### src/rtl/spi_arbiter.sv
// -----------------------------------------------------------------------------
// spi_arbiter
//
// Shares one SPI master between two show-ahead requesters (A and B).
// Words are forwarded from the granted requester toward the master. The owner
// of every forwarded word is recorded in a small tag FIFO, so each byte the
// master returns is steered back to the requester that sent the matching word.
//
// Ports
//   clock, reset_n          sole clock (rising edge), async active-low reset
//   a_dc/a_data/a_empty     requester A head word and empty flag
//   a_get                   one-cycle consume strobe toward A
//   a_out/a_put/a_full      returned byte, write strobe, back-pressure from A
//   b_*                     same set for requester B
//   m_dc/m_data/m_empty     head word presented to the SPI master
//   m_get                   master consume strobe
//   m_out/m_put/m_full      returned byte from the master, its strobe, and
//                           back-pressure of the requester owning the head tag
//   grant                   current owner: 00 idle, 01 A, 10 B
//   orphan                  sticky: a returned byte arrived with nothing in flight
// -----------------------------------------------------------------------------
module spi_arbiter #(
   parameter int MAX_BURST = 16,
   parameter int TAG_DEPTH = 4
) (
   input  logic       clock,
   input  logic       reset_n,
   // requester A
   input  logic       a_dc,
   input  logic [7:0] a_data,
   input  logic       a_empty,
   output logic       a_get,
   output logic [7:0] a_out,
   output logic       a_put,
   input  logic       a_full,
   // requester B
   input  logic       b_dc,
   input  logic [7:0] b_data,
   input  logic       b_empty,
   output logic       b_get,
   output logic [7:0] b_out,
   output logic       b_put,
   input  logic       b_full,
   // SPI master side
   output logic       m_dc,
   output logic [7:0] m_data,
   output logic       m_empty,
   input  logic       m_get,
   input  logic [7:0] m_out,
   input  logic       m_put,
   output logic       m_full,
   // status
   output logic [1:0] grant,
   output logic       orphan
);

   localparam int PTR_W   = (TAG_DEPTH > 1) ? $clog2(TAG_DEPTH) : 1;
   localparam int CNT_W   = $clog2(TAG_DEPTH) + 1;
   localparam int BURST_W = $clog2(MAX_BURST + 1);

   // Encodings double as the grant output value.
   typedef enum logic [1:0] {
      IDLE  = 2'b00,
      GNT_A = 2'b01,
      GNT_B = 2'b10
   } state_t;

   state_t               state_reg, state_next;
   logic                 last_b_reg, last_b_next;     // last-served: 1 = B
   logic [BURST_W-1:0]   burst_reg, burst_next;

   logic [PTR_W-1:0]     wr_ptr_reg, wr_ptr_next;
   logic [PTR_W-1:0]     rd_ptr_reg, rd_ptr_next;
   logic [CNT_W-1:0]     tag_cnt_reg, tag_cnt_next;
   logic                 orphan_reg, orphan_next;
   logic                 tag_mem [TAG_DEPTH];         // owner id per word: 1 = B

   logic                 owner_empty;
   logic                 tag_full;
   logic                 tag_nonempty;
   logic                 tag_head;
   logic                 fwd_get;
   logic                 tag_pop;
   logic                 rel;
   logic                 prev_b;
   state_t               pick;

   // ------------------------------------------------------------------
   // Forward path: combinational mux from the granted requester
   // ------------------------------------------------------------------
   always_comb begin
      owner_empty = (state_reg == GNT_B) ? b_empty : a_empty;
      tag_full    = (tag_cnt_reg == CNT_W'(TAG_DEPTH));
      m_empty     = (state_reg == IDLE) | owner_empty | tag_full;
      fwd_get     = m_get & ~m_empty;
      a_get       = fwd_get & (state_reg == GNT_A);
      b_get       = fwd_get & (state_reg == GNT_B);
      m_dc        = (state_reg == GNT_B) ? b_dc   : a_dc;
      m_data      = (state_reg == GNT_B) ? b_data : a_data;
      grant       = state_reg;
   end

   // ------------------------------------------------------------------
   // Arbitration FSM: next state and burst bookkeeping
   // ------------------------------------------------------------------
   always_comb begin
      state_next  = state_reg;
      last_b_next = last_b_reg;
      burst_next  = burst_reg;

      // A burst ends on the get that fills it, or when the owner runs dry.
      // fwd_get already implies the owner is non-empty.
      rel = (state_reg != IDLE) &&
            ((fwd_get && (burst_reg == BURST_W'(MAX_BURST - 1))) || owner_empty);

      // While granted, the current owner is the one about to become
      // last-served, so round-robin is judged against it.
      prev_b = (state_reg == IDLE) ? last_b_reg : (state_reg == GNT_B);

      if (!prev_b) begin
         if (!b_empty)      pick = GNT_B;
         else if (!a_empty) pick = GNT_A;
         else               pick = IDLE;
      end else begin
         if (!a_empty)      pick = GNT_A;
         else if (!b_empty) pick = GNT_B;
         else               pick = IDLE;
      end

      if ((state_reg == IDLE) || rel) begin
         state_next = pick;
         burst_next = '0;
      end else if (fwd_get) begin
         burst_next = burst_reg + BURST_W'(1);
      end

      if (rel)
         last_b_next = (state_reg == GNT_B);
   end

   always_ff @(posedge clock or negedge reset_n) begin
      if (!reset_n) begin
         state_reg  <= IDLE;
         last_b_reg <= 1'b1;       // B counts as last-served, so A wins first
         burst_reg  <= '0;
      end else begin
         state_reg  <= state_next;
         last_b_reg <= last_b_next;
         burst_reg  <= burst_next;
      end
   end

   // ------------------------------------------------------------------
   // Return path: tag FIFO steering echoed bytes back to their owner
   // ------------------------------------------------------------------
   always_comb begin
      tag_nonempty = (tag_cnt_reg != '0);
      tag_head     = tag_mem[rd_ptr_reg];   // head must be visible in the put cycle
      tag_pop      = m_put & tag_nonempty;
      a_put        = tag_pop & ~tag_head;
      b_put        = tag_pop &  tag_head;
      a_out        = m_out;
      b_out        = m_out;
      m_full       = tag_nonempty & (tag_head ? b_full : a_full);
      orphan       = orphan_reg;
      orphan_next  = orphan_reg | (m_put & ~tag_nonempty);

      wr_ptr_next  = wr_ptr_reg;
      rd_ptr_next  = rd_ptr_reg;
      tag_cnt_next = tag_cnt_reg;

      if (fwd_get)
         wr_ptr_next = (wr_ptr_reg == PTR_W'(TAG_DEPTH - 1)) ? '0 : wr_ptr_reg + PTR_W'(1);
      if (tag_pop)
         rd_ptr_next = (rd_ptr_reg == PTR_W'(TAG_DEPTH - 1)) ? '0 : rd_ptr_reg + PTR_W'(1);

      // Simultaneous push and pop leave the count unchanged.
      case ({fwd_get, tag_pop})
         2'b10:   tag_cnt_next = tag_cnt_reg + CNT_W'(1);
         2'b01:   tag_cnt_next = tag_cnt_reg - CNT_W'(1);
         default: tag_cnt_next = tag_cnt_reg;
      endcase
   end

   always_ff @(posedge clock or negedge reset_n) begin
      if (!reset_n) begin
         wr_ptr_reg  <= '0;
         rd_ptr_reg  <= '0;
         tag_cnt_reg <= '0;
         orphan_reg  <= 1'b0;
      end else begin
         wr_ptr_reg  <= wr_ptr_next;
         rd_ptr_reg  <= rd_ptr_next;
         tag_cnt_reg <= tag_cnt_next;
         orphan_reg  <= orphan_next;
      end
   end

   // Tag storage needs no reset: entries are only read while the count says
   // they are valid.
   always_ff @(posedge clock) begin
      if (fwd_get)
         tag_mem[wr_ptr_reg] <= (state_reg == GNT_B);
   end

endmodule
### config.mk
export PLATFORM = sky130hd
export DESIGN_NAME = spi_arbiter
export DESIGN_NICKNAME = d
export VERILOG_FILES = /design/src/rtl/spi_arbiter.sv
export SDC_FILE = /design/constraint.sdc
export NUM_CORES = 1
export LEC_CHECK = 0
export ABC_CLOCK_PERIOD_IN_PS = 2600
export CAP_MARGIN = 25
export CORE_ASPECT_RATIO = 0.7
export CORE_MARGIN = 8
export CORE_UTILIZATION = 40
export DETAILED_ROUTE_END_ITERATION = 7
export PLACE_DENSITY = 0.79
export SETUP_SLACK_MARGIN = 0.2
export SYNTH_ARGS = -nofsm -noshare
export SYNTH_HDL_FRONTEND = slang
export SYNTH_SLANG_ARGS = --single-unit
export TNS_END_PERCENT = 20
### constraint.sdc
create_clock -name clock -period 2.6 [get_ports clock]
set_input_delay 0.52 -clock clock [delete_from_list [all_inputs] [get_ports clock]]
set_output_delay 0.52 -clock clock [all_outputs]
set_load 0.02 [all_outputs]
== Word level (Yosys, flattened, before mapping) ==
Memories as Yosys holds them, arrays and structs flattened.
Index checks and enable logic that the tools add are counted.

* Add/sub/neg operators: 5
* Reductions and logical operators: 9
* Mux-type cells: 17
* Equal/unequal tests: 8
* Bitwise operators: 14

{| class="wikitable"
|+ Operators by type and width
! cell !! count
|-
| $mux W2 || 6
|-
| $mux W5 || 2
|-
| $and A1 B1 Y1 || 8
|-
| $eq A2 B2 Y1 const B || 4
|-
| $mux W8 || 1
|-
| $mux W1 || 7
|-
| $pmux W3 S2 || 1
|-
| $reduce_bool A2 Y1 || 3
|-
| $add A5 B1 Y5 const B || 1
|-
| $eq A5 B4 Y1 const B || 1
|-
| $add A2 B1 Y2 const B || 2
|-
| $eq A2 B1 Y1 const B || 2
|-
| $add A3 B1 Y3 const B || 1
|-
| $eq A3 B3 Y1 const B || 1
|-
| $not A1 Y1 || 3
|-
| $or A1 B1 Y1 || 3
|-
| $reduce_bool A3 Y1 || 1
|-
| $sub A3 B1 Y3 const B || 1
|-
| $logic_and A1 B1 Y1 || 2
|-
| $logic_not A2 Y1 || 1
|-
| $logic_or A1 B1 Y1 || 2
|}

* Output and inout bits: 34
* Memories: 1
* Bits in writable memories: 4
* Register bits after elaboration: 16
* Word-level logic and storage cells: 61

{| class="wikitable"
|+ Memories
! name !! words !! bits a word !! read ports !! clocked after Yosys merged registers in !! write ports !! line !! source
|-
| tag_mem || 4 || 1 || 1 || 0 || 1 || 76 || <nowiki>logic tag_mem [TAG_DEPTH];</nowiki>
|}

== Depth between registers and ports, before layout ==
Gate-level depths: netlist of run 1.

* Depth after elaboration: 11
* Depth in mapped cells: 11
* Depth with buffers taken out: 10

== Worst setup path before layout of run 1 ==
Ideal clock, no wire load.

* Kind: flip-flop to flip-flop
* Start point: register tag_cnt_reg[1]
* End point: register tag_cnt_reg[2]
* Setup time: 0.079 ns
* Data arrival time: 2.079 ns
* Data required time: 2.521 ns
* Cell stages (with the launch flop): 12
* Slack: 0.442 ns
* Cells stage by stage: dfrtp_1 > or3b_1 > buf_6 > nand2_4 > nor2_4 > inv_1 > ha_1 > inv_1 > fa_1 > xor2_1 > nor2_1 > xor2_1

* Word-level cells in the longest chain between the ends: 6

{| class="wikitable"
|+ RTL lines
! element !! line !! source
|-
| start, declared || 74 || <nowiki>logic [CNT_W-1:0] tag_cnt_reg, tag_cnt_next;</nowiki>
|-
| start signal, assigned || 194 || <nowiki>tag_cnt_reg <= tag_cnt_next;</nowiki>
|-
| $eq A3 B3 Y1 || 93 || <nowiki>tag_full = (tag_cnt_reg == CNT_W'(TAG_DEPTH));</nowiki>
|-
| $or A1 B1 Y1 || 94 || <nowiki>m_empty = (state_reg == IDLE) | owner_empty | tag_full;</nowiki>
|-
| $not A1 Y1 || 95 || <nowiki>fwd_get = m_get & ~m_empty;</nowiki>
|-
| $and A1 B1 Y1 || 95 ||
|-
| $eq A2 B1 Y1 or $eq A2 B2 Y1 (tied branches) || 178 || <nowiki>case ({fwd_get, tag_pop})</nowiki>
|-
| $pmux W3 S2 or $reduce_bool A2 Y1 (tied branches) || n/a ||
|}

Several ways; a longest one is shown, not always the timed one.
A chain may end at the register's enable or synchronous reset.

== Worst setup path after layout of run 1 ==
* Start point: input port a_empty
* End point: output port a_get

* Word-level cells in the longest chain between the ends: 6

{| class="wikitable"
|+ RTL lines
! element !! line !! source
|-
| start, declared || 31 || <nowiki>input logic a_empty,</nowiki>
|-
| $mux W1 || 92 || <nowiki>owner_empty = (state_reg == GNT_B) ? b_empty : a_empty;</nowiki>
|-
| $or A1 B1 Y1 (2 in series) || 94 ||
|-
| $not A1 Y1 || 95 ||
|-
| $and A1 B1 Y1 || 95 ||
|-
| $and A1 B1 Y1 || 96 || <nowiki>a_get = fwd_get & (state_reg == GNT_A);</nowiki>
|-
| end, declared || 32 || <nowiki>output logic a_get,</nowiki>
|}

No other way between the ends.

==> results of run 1 <==
[stage by stage]
step	power (W)	cells	utilization, %	setup WS [ns]
global route	0.00153	242	55.5	0.156
global placement	0.00111	238	53.6	-0.0491
CTS	0.00145	242	55.6	0.210
finish	0.00143	242	55.5	0.235
floorplan	0.000917	152	-	0.442
detailed placement	0.00114	238	53.6	-0.0680
[worst register-to-register path, stage by stage (launching register included)]
cell and delay [ns]:
dfrtp_1 0.42, or3b_4 0.47, nand2_4 0.11, nor2_4 0.04, inv_1 0.08, buf_4 0.11
ha_1 0.16, inv_1 0.06, fa_1 0.38, xor2_1 0.15, nor2_1 0.11, xor2_1 0.14
[kinds of logic (layout without fill, tap and decap cells)]
family | count (synthesis) | after routing
and+or+nand+nor | 65 | 65
muxes | 5 | 5
adders and majority gates | 9 | 9
AOI/OAI and AO/OA | 21 | 21
DFF | 20 | 20
buffers and inverters | 29 | 69
xor gates and xnor gates | 3 | 3
[layout by cell type (no fill, tap or decap), types with 4 or more instances in the layout]
| cell | count |
|---|---|
| a21oi_1 | 7 |
| and2_1 | 4 |
| buf_4 | 12 |
| clkdlybuf4s50_1 | 37 |
| dfrtp_1 | 15 |
| dlygate4sd2_1 | 4 |
| edfxtp_1 | 4 |
| ha_1 | 8 |
| inv_1 | 9 |
| nand2_1 | 33 |
| nor2_1 | 8 |
| o21ai_0 | 4 |
[cell usage after synthesis (2+ instances only)]
cell type	count	area, sq um
nor2_1	8	30.0
o21ai_0	4	20.0
clkbuf_1	2	7.51
nand2b_1	2	12.5
buf_4	16	120
xor2_1	2	17.5
and2_1	4	25.0
ha_1	8	100
dfrtp_1	15	375
mux2_4	2	30.0
nand2_1	33	124
a21o_1	2	15.0
nor3_1	3	15.0
a21oi_1	7	35.0
edfxtp_1	4	120
and3_1	3	18.8
inv_1	9	33.8
[power by group through the flow]
stage                     clock [W]  sequential [W]  combinational (W)
final                      0.000316        0.000474           0.000637
after global routing       0.000336        0.000487           0.000709
after CTS                  0.000328        0.000474           0.000650
after detailed placement          0        0.000479           0.000659
after global placement            0        0.000476           0.000631
after floorplan                   0        0.000475           0.000442
[layout make-up]
| type | count | share of cell area [%] |
|---|---|---|
| Sequential cell | 20 | 27.5 |
| Tap cell | 50 | 3.29 |
| Clock buffer | 3 | 2.17 |
| Clock inverter | 1 | 1.58 |
| Timing Repair Buffer | 55 | 26.9 |
| Multi-Input combinational cell | 103 | 36.6 |
| Inverter | 10 | 2.04 |
[final timing paths]
kind / from / slack (ns) / to
setup / recovery: a_empty / 0.24 / a_get
max in group asynchronous: reset_n / 1.45 / burst_reg[3]
setup reg to reg: tag_cnt_reg[1] / 0.31 / tag_cnt_reg[2]
min in group asynchronous: reset_n / 0.69 / burst_reg[1]
hold / removal: orphan / 0.46 / orphan
hold reg to reg: orphan / 0.46 / orphan
[layer usage]
| metal | track usage, % | up-vias | wire, um |
|---|---|---|---|
| li1 | - | 571 | - |
| met1 | 12.6 | 496 | 1450 |
| met2 | 17.9 | 31 | 1360 |
| met3 | 4.48 | 4 | 181 |
| met4 | 3.85 | 0 | 29 |
| met5 | 0 | - | 0 |
==> run metrics, run 1 <==
status finished clean; combinational share of power 44.6%; post-synthesis compound-gate area fraction 10.1%; sequential power share 33.2%; WP data arrival 1.84 ns; initial antenna violation count 0; post-synthesis mux area share 5.31%; FP Rows 18; Core ar. 0.00342 sq mm; CP startpoint kind input pin; DR vias 1102; routed vias/inst 4.55; synth warn 0; Critical Path Fanout Max 3; global-route wire length before repair 4870 um; I/O Pins 68; unrepaired setup endpoints after global routing true; synthesized flop and latch total 20; dpl hpwl 2340 um; first drt pass iteration count 4; drt total wl 3030 um; post-CTS setup buffers 0; Tcrit/Tclk final 91.0%; Die H 65.3 um; Fmax 423 MHz; initial core utilization 40.6%; Multi-input gate area 696 sq um; Sw Ratio 34.8%; register area 522 sq um; crit-path leading delay family buffers and inverters; Crit. End Element output port; syn_nets 195; clk_skew 0.00280 ns; Num CTS Buffers 3; Filler cells 335; Clk pwr share 22.2%; Fin. Hold Viols 0; Clock Latency Late Sink 0.26 ns; CP Cell Sequence clkdlybuf4s50_1 > nand2b_1 > o21a_2 > nor2_4 > and3_1 > clkdlybuf4s15_1; # hold bufs at CTS 0; number of synthesized flops with an enable pin 4; Seq/Total Area, Yosys 37.5%; Reg clk slew, reported paths 0.08 ns; drt drc 0; FF-to-FF path depth 11; design area 0.00190 sq mm; slowest stage delay, CP 0.41 ns; Syn Inst Count 152; final setup fails 0; Largest register FFs 5; diode count 0; Area growth syn-to-layout 36.6%; root buffer cell clkbuf_8; adder-cell share of the synthesized area 8.63%; mean routed wirelength per cell 12.5 um; CTS Sinks 20; worst hold path type reg -> reg; Rel. slew slack 50.4%; Antenna Nets Post-Route 0; DIE WIDTH 86.5 um; post-layout min period 2.36 ns; grt ovf 0; total track usage 10.9%; CP bufs+invs 2; Synth cell types 45; ys flop type dfrtp_1; worst vdd ir 0.000388 V; largest net degree at the start of global routing 17; Max-cap violations 0; Internal 0.000931 W; Clock Path Buffers 2; share of flip-flops with an asynchronous set or reset 80.0%; Worst EP required 2.08 ns; Critical Path Stages 6; number of global-route vias before repair 1105; PwrDens 751 mW/mm^2; ratio of cells with drive above 1 in the final layout 16.1%; simple-gate share of the synthesized area 23.9%; setup tns final 0 ns; main combinational cell family by area after synthesis simple AND/OR/NAND/NOR gates; CP Class in -> out; Post-Place Cell Area 0.00184 sq mm; DIE AREA 0.00565 sq mm; post-synthesis xor/xnor area fraction 1.89%; Least-Margin Pin Slew 0.742 ns; nets@finish 236; Slew Viols, Final 0; leak pwr 0.868 nW; cell area after synthesis 0.00139 sq mm; hold-critical path depth 1; post-cts gate resize count 8; slowest CP cell clkdlybuf4s50_1; port buffer count 43; sw power 0.000496 W; Iteration-0 DRC Markers 45; syn avg cell area 9.15 sq um; CTS tree done; H-tree Lvls 1; final hold slack 0.462 ns; RePlAce Congestion 0.816
(Power assumes the default switching activity.)
==> inputs of run 2 (changes only) <==
SETUP_SLACK_MARGIN = 0.15   (was 0.2)
==> run metrics, run 2 (synthesis results as in run 1) <==
Fmax 418 MHz (-1.1%); unrepaired setup endpoints after global routing true; grt ovf 0 (unchanged); H-tree Lvls 1 (unchanged); final core utilization 55.7% (+0.18 points); port buffer count 43 (unchanged); Slew Viols, Final 0 (unchanged); Die H 65.3 um (unchanged); leak pwr 0.866 nW (-0.18%); Fin. Hold Viols 0 (unchanged); most frequent cells in the layout clkdlybuf4s50_1, nand2_1, dfrtp_1; worst vdd ir 0.000388 V (about the same); Clock Path Buffers 2 (unchanged); Area growth syn-to-layout 37.1%; I/O Pins 68 (unchanged); Worst EP required 2.08 ns (about the same); post-CTS setup buffers 0 (unchanged); CP startpoint kind input pin; post-layout min period 2.39 ns (+0.0257 ns); first drt pass iteration count 4 (unchanged); FP Rows 18 (unchanged); number of global-route vias before repair 1105 (unchanged); CTS Sinks 20 (unchanged); final setup fails 0 (unchanged); diode count 0 (unchanged); # hold bufs at CTS 0 (unchanged); Clk pwr share 22.1% (about the same); PwrDens 749 mW/mm^2 (-0.25%); CTS tree done; sw power 0.000497 W (+0.10%); root buffer cell clkbuf_8; mean routed wirelength per cell 12.5 um (-0.13%); total power 0.00143 W (about the same); initial antenna violation count 0 (unchanged); WP data arrival 1.87 ns (+0.03 ns); setup tns final 0 ns (unchanged); sequential power share 33.2% (about the same); clk_skew 0.00283 ns (+0.0000263 ns); DIE WIDTH 86.5 um (unchanged); Internal 0.000932 W (about the same); Tcrit/Tclk final 91.9% (+0.99 points); Max-cap violations 0 (unchanged); Rel. slew slack 50.4% (about the same); routed vias/inst 4.55 (unchanged); total track usage 10.9% (unchanged); drt drc 0 (unchanged); Clock Latency Late Sink 0.26 ns (about the same); Hold Crit Start orphan; Least-Margin Pin Slew 0.742 ns (+0.00000268 ns); CP Class in -> out; Largest register FFs 5 (unchanged); dpl hpwl 2340 um (unchanged); initial core utilization 40.6% (unchanged); Num CTS Buffers 3 (unchanged); commonest non-fill, non-tap cell in the layout clkdlybuf4s50_1; CP Launch Point a_empty; global-route wire length before repair 4870 um (unchanged); DIE AREA 0.00565 sq mm (unchanged); combinational share of power 44.7% (about the same); worst hold path type reg -> reg; Core ar. 0.00342 sq mm (unchanged); drt total wl 3020 um (-0.13%); nets@finish 236 (unchanged); Iteration-0 DRC Markers 48 (+6.7%); largest net degree at the start of global routing 17 (unchanged); Critical Path Fanout Max 3 (unchanged); DR vias 1102 (unchanged); Sw Ratio 34.8% (about the same); Reg clk slew, reported paths 0.08 ns (about the same); RR Startpoint tag_cnt_reg[1]; Antenna Nets Post-Route 0 (unchanged); ratio of cells with drive above 1 in the final layout 15.6% (-0.52 points); status finished clean; RePlAce Congestion 0.816 (unchanged); Crit. End Element output port
run 2: cell count changes in the layout (fill, tap and decap cells not counted):
cell | before | now
clkinv_2 | 1 | 0
clkbuf_2 | 1 | 0
clkinvlp_4 | 0 | 1
dlygate4sd2_1 | 4 | 5
run 2: cell type report:
cell class / count / area (sq um)
Timing Repair Buffer: 55 / 514
Tap cell: 50 / 62.6
Clock buffer: 3 / 41.3
Fill cell: 333 / 1520
Sequential cell: 20 / 522
Multi-Input combinational cell: 103 / 696
Inverter: 10 / 41.3
Clock inverter: 1 / 30.0
run 2: final timing paths:
kind / endpoint / cells past startpoint / slack (ns)
setup / recovery: a_get / 6 / 0.21
hold reg to reg: orphan / 1 / 0.46
hold / removal: orphan / 1 / 0.46
max in group asynchronous: burst_reg[3] / 1 / 1.45
min in group asynchronous: burst_reg[1] / 1 / 0.69
setup reg to reg: tag_cnt_reg[2] / 11 / 0.31
run 2: critical path, stage by stage:
cell             delay [ns]
clkdlybuf4s50_1        0.41
nand2b_1               0.16
o21a_2                 0.14
nor2_4                 0.13
and3_1                 0.17
dlygate4sd2_1          0.33
run 2: repair_timing:
item                                    CTS  global route
endpoints found under the setup margin    6            11
endpoints found under the hold margin     0             0
resized for setup                         7             2
run 2: power groups by stage:
stage          clock network (W)  logic (W)  registers [W]
6_report                0.000316   0.000638       0.000474
5_1_grt                 0.000336   0.000710       0.000487
4_1_cts                 0.000328   0.000649       0.000474
3_5_place_dp                   0   0.000659       0.000479
3_3_place_gp                   0   0.000631       0.000476
2_1_floorplan                  0   0.000442       0.000475
run 2: metal layers:
metal / global-route usage [%] / part of all wire (%) / up-vias
met2: 17.9 / 45 / 31
met5: 0 / 0 / -
met1: 12.6 / 48 / 496
met3: 4.48 / 6.0 / 4
met4: 3.85 / 0.96 / 0
li1: - / - / 571
run 2: metrics by stage:
step | instances | setup WS, ns | cell area [sq um] | hold slack, ns
2_1_floorplan | 152 | 0.442 | 1390 | 0.224
3_3_place_gp | 238 | -0.0491 | 1840 | 0.440
3_5_place_dp | 238 | -0.0680 | 1840 | 0.449
4_1_cts | 242 | 0.186 | 1900 | 0.468
5_1_grt | 242 | 0.130 | 1910 | 0.482
6_report | 242 | 0.209 | 1910 | 0.462
==> inputs of run 3 (changes only) <==
ABC_AREA = 1   (was unset)
CORE_UTILIZATION = 60   (was 40)
DONT_BUFFER_PORTS = 1   (was unset)
PLACE_DENSITY = 0.76   (was 0.79)
==> run metrics, run 3 <==
initial core utilization 63.9% (+23 points); total track usage 13.6% (+2.7 points); Crit. End Element output port; met3 WL 185 um (+2.2%); DR vias 994 (-9.8%); CP Launch Point grant[0]; first drt pass iteration count 5 (+1); H-tree Lvls 1 (unchanged); Filler cells 189 (-43%); largest net degree at the start of global routing 16 (-1); syn avg cell area 7.69 sq um (-16%); commonest cells in the netlist nand2_1, inv_1, buf_4, nor2_1, dfrtp_1; Iteration-0 DRC Markers 35 (-27%); root buffer cell clkbuf_4; reg2reg end tag_cnt_reg[2]; number of synthesized flops with an enable pin 4 (unchanged); PwrDens 1120 mW/mm^2 (+50%); Fin. Hold Viols 0 (unchanged); nets@finish 212 (-10%); CTS tree done; design area 0.00134 sq mm (-30%); drt total wl 2720 um (-9.9%); port buffer count 0 (-100%); Synth cell types 27 (-40%); dominant cells by area after synthesis dfrtp_1, nand2_1, buf_4; post-CTS setup buffers 0 (unchanged); global-route wire length before repair 4510 um (-7.4%); Clock Latency Late Sink 0.30 ns (+0.04 ns); synth warn 0 (unchanged); CP Cell Sequence inv_1 > nand2_1 > nand2_1 > nand2_4 > nand3_4 > nor2_1; Max-cap violations 0 (unchanged); Slew Viols, Final 0 (unchanged); routed wl met2 1390 um (+2.3%); Worst EP required 2.08 ns (about the same); Reg clk slew, reported paths 0.11 ns (+0.03 ns); drt drc 0 (unchanged); dpl hpwl 2180 um (-6.9%); RePlAce Congestion 0.737 (-9.7%); Post-Place Cell Area 0.00130 sq mm (-29%); post-layout min period 2.33 ns (-0.0637 ns); Most common cell on crit path nand2_1; Antenna Nets Post-Route 0 (unchanged); most frequent cells in the layout nand2_1, inv_1, nor2_1; CP startpoint kind flop; worst hold path type in -> async; slowest CP cell dfrtp_1; initial antenna violation count 0 (unchanged); cell area after synthesis 0.00138 sq mm (-1.1%); routed vias/inst 4.97 (+9.1%); Fmax 430 MHz (+2.7%); worst slack at placement 0.365 ns (+0.433 ns); top sig layer met4; number of global-route vias before repair 993 (-10%); CP Class reg -> out; FP Rows 14 (-4); syn_nets 222 (+14%); WP data arrival 1.81 ns (-0.06 ns); setup tns final 0 ns (unchanged); Rel. slew slack 54.6% (+4.2 points); clk_skew 0.00934 ns (+0.00651 ns); slowest stage delay, CP 0.51 ns (+0.10 ns); worst setup margin 0.273 ns (+0.0637 ns); ys flop type dfrtp_1; Clock Path Buffers 2 (unchanged); diode count 0 (unchanged); CTS Sinks 20 (unchanged); FF-to-FF path depth 11 (unchanged); wl on met1 1090 um (-25%); leak pwr 0.658 nW (-24%); unrepaired setup endpoints after global routing true; Critical Path Fanout Max 13 (+10); Reg2Reg Setup Slack 0.35 ns (+0.04 ns); Multi-input gate area 637 sq um (-8.5%); register area 522 sq um (unchanged); Syn Inst Count 179 (+18%); Setup crit end b_get; ratio of cells with drive above 1 in the final layout 8.93% (-6.7 points); mean routed wirelength per cell 13.6 um (+9.0%); worst vdd ir 0.000449 V (+16%); Largest register FFs 5 (unchanged); share of the synthesized area in the top cell type 27.3% (+0.29 points); post-synth top area cell dfrtp_1; count leader, synth nand2_1; status finished clean; share of flip-flops with an asynchronous set or reset 80.0% (unchanged); I/O Pins 68 (unchanged); Core ar. 0.00215 sq mm (-37%); Area growth syn-to-layout -2.91%; Seq/Total Area, Yosys 37.9% (+0.41 points); Tcrit/Tclk final 89.5% (-2.4 points); DIE AREA 0.00411 sq mm (-27%); Num CTS Buffers 3 (unchanged); DIE WIDTH 73.2 um (-15%); commonest non-fill, non-tap cell in the layout nand2_1; grt ovf 0 (unchanged); Least-Margin Pin Slew 0.679 ns (-0.0625 ns); final setup fails 0 (unchanged); RR Startpoint grant[0]; synthesized flop and latch total 20 (unchanged); Die H 56.1 um (-14%)
-- run 3: changes by cell type after synthesis, moves of 2 or more --
cell and delta:
and2_1 -4, mux2_4 -2, and3_1 -3, nand3_1 +7, inv_1 +11, nand2b_1 -2
nand2_1 +26, nor2_1 +8, o21ai_0 +3, a21o_1 -2
-- run 3: cells by family after synthesis --
family	synth area share (%)
AOI/OAI and AO/OA	6.91
and+or+nand+nor	28.7
xor gates and xnor gates	1.91
buffers and inverters	15.8
DFF	37.9
adders and majority gates	8.73
-- run 3: worst min path at each step --
stage | endpoint | cells after the start
3_3_place_gp | burst_reg[0] | 0
5_1_grt | last_b_reg | 0
6_report | last_b_reg | 0
2_1_floorplan | burst_reg[0] | 0
3_5_place_dp | burst_reg[0] | 0
4_1_cts | last_b_reg | 0
-- run 3: critical path: cells and delay by family, from the launching register on --
family                 cells  cell delay [ns]
buffers and inverters      1             0.14
flip-flops                 1             0.51
AND/OR/NAND/NOR            5             0.87
-- run 3: area by class of cell --
type	count	share of cell area, %
Clock buffer	4	1.97
Inverter	22	6.46
Multi-Input combinational cell	119	47.7
Sequential cell	20	39.0
Tap cell	32	3.00
Timing Repair Buffer	3	1.87
-- run 3: stage by stage --
| stage | utilization [%] | instances | power, W | hold slack, ns |
|---|---|---|---|---|
| global placement | 60.2 | 195 | 0.00131 | 0.225 |
| detailed placement | 60.2 | 195 | 0.00135 | 0.225 |
| CTS | 61.8 | 200 | 0.00151 | 0.0340 |
| global route | 62.0 | 200 | 0.00164 | 0.0154 |
| finish | 62.0 | 200 | 0.00150 | 0.0438 |
| floorplan | - | 179 | 0.00124 | 0.224 |
-- run 3: where the power goes --
part / internal (W) / switching (W)
Clock: 0.0000597 / 0.0000900
Combinational: 0.000232 / 0.000572
Sequential: 0.000429 / 0.000116
Total: 0.000721 / 0.000778
-- run 3: layer usage --
| layer | vias up | track usage [%] |
|---|---|---|
| met3 | 12 | 6.29 |
| li1 | 518 | - |
| met2 | 21 | 22.7 |
| met4 | 0 | 5.68 |
| met1 | 443 | 14.4 |
| met5 | - | 0 |
-- run 3: repair_timing --
| action | in CTS | in global routing |
|---|---|---|
| resized for setup | 0 | 1 |
| hold buffers | 1 | 0 |
| setup endpoints to repair | 0 | 11 |
| endpoints found under the hold margin | 15 | 0 |
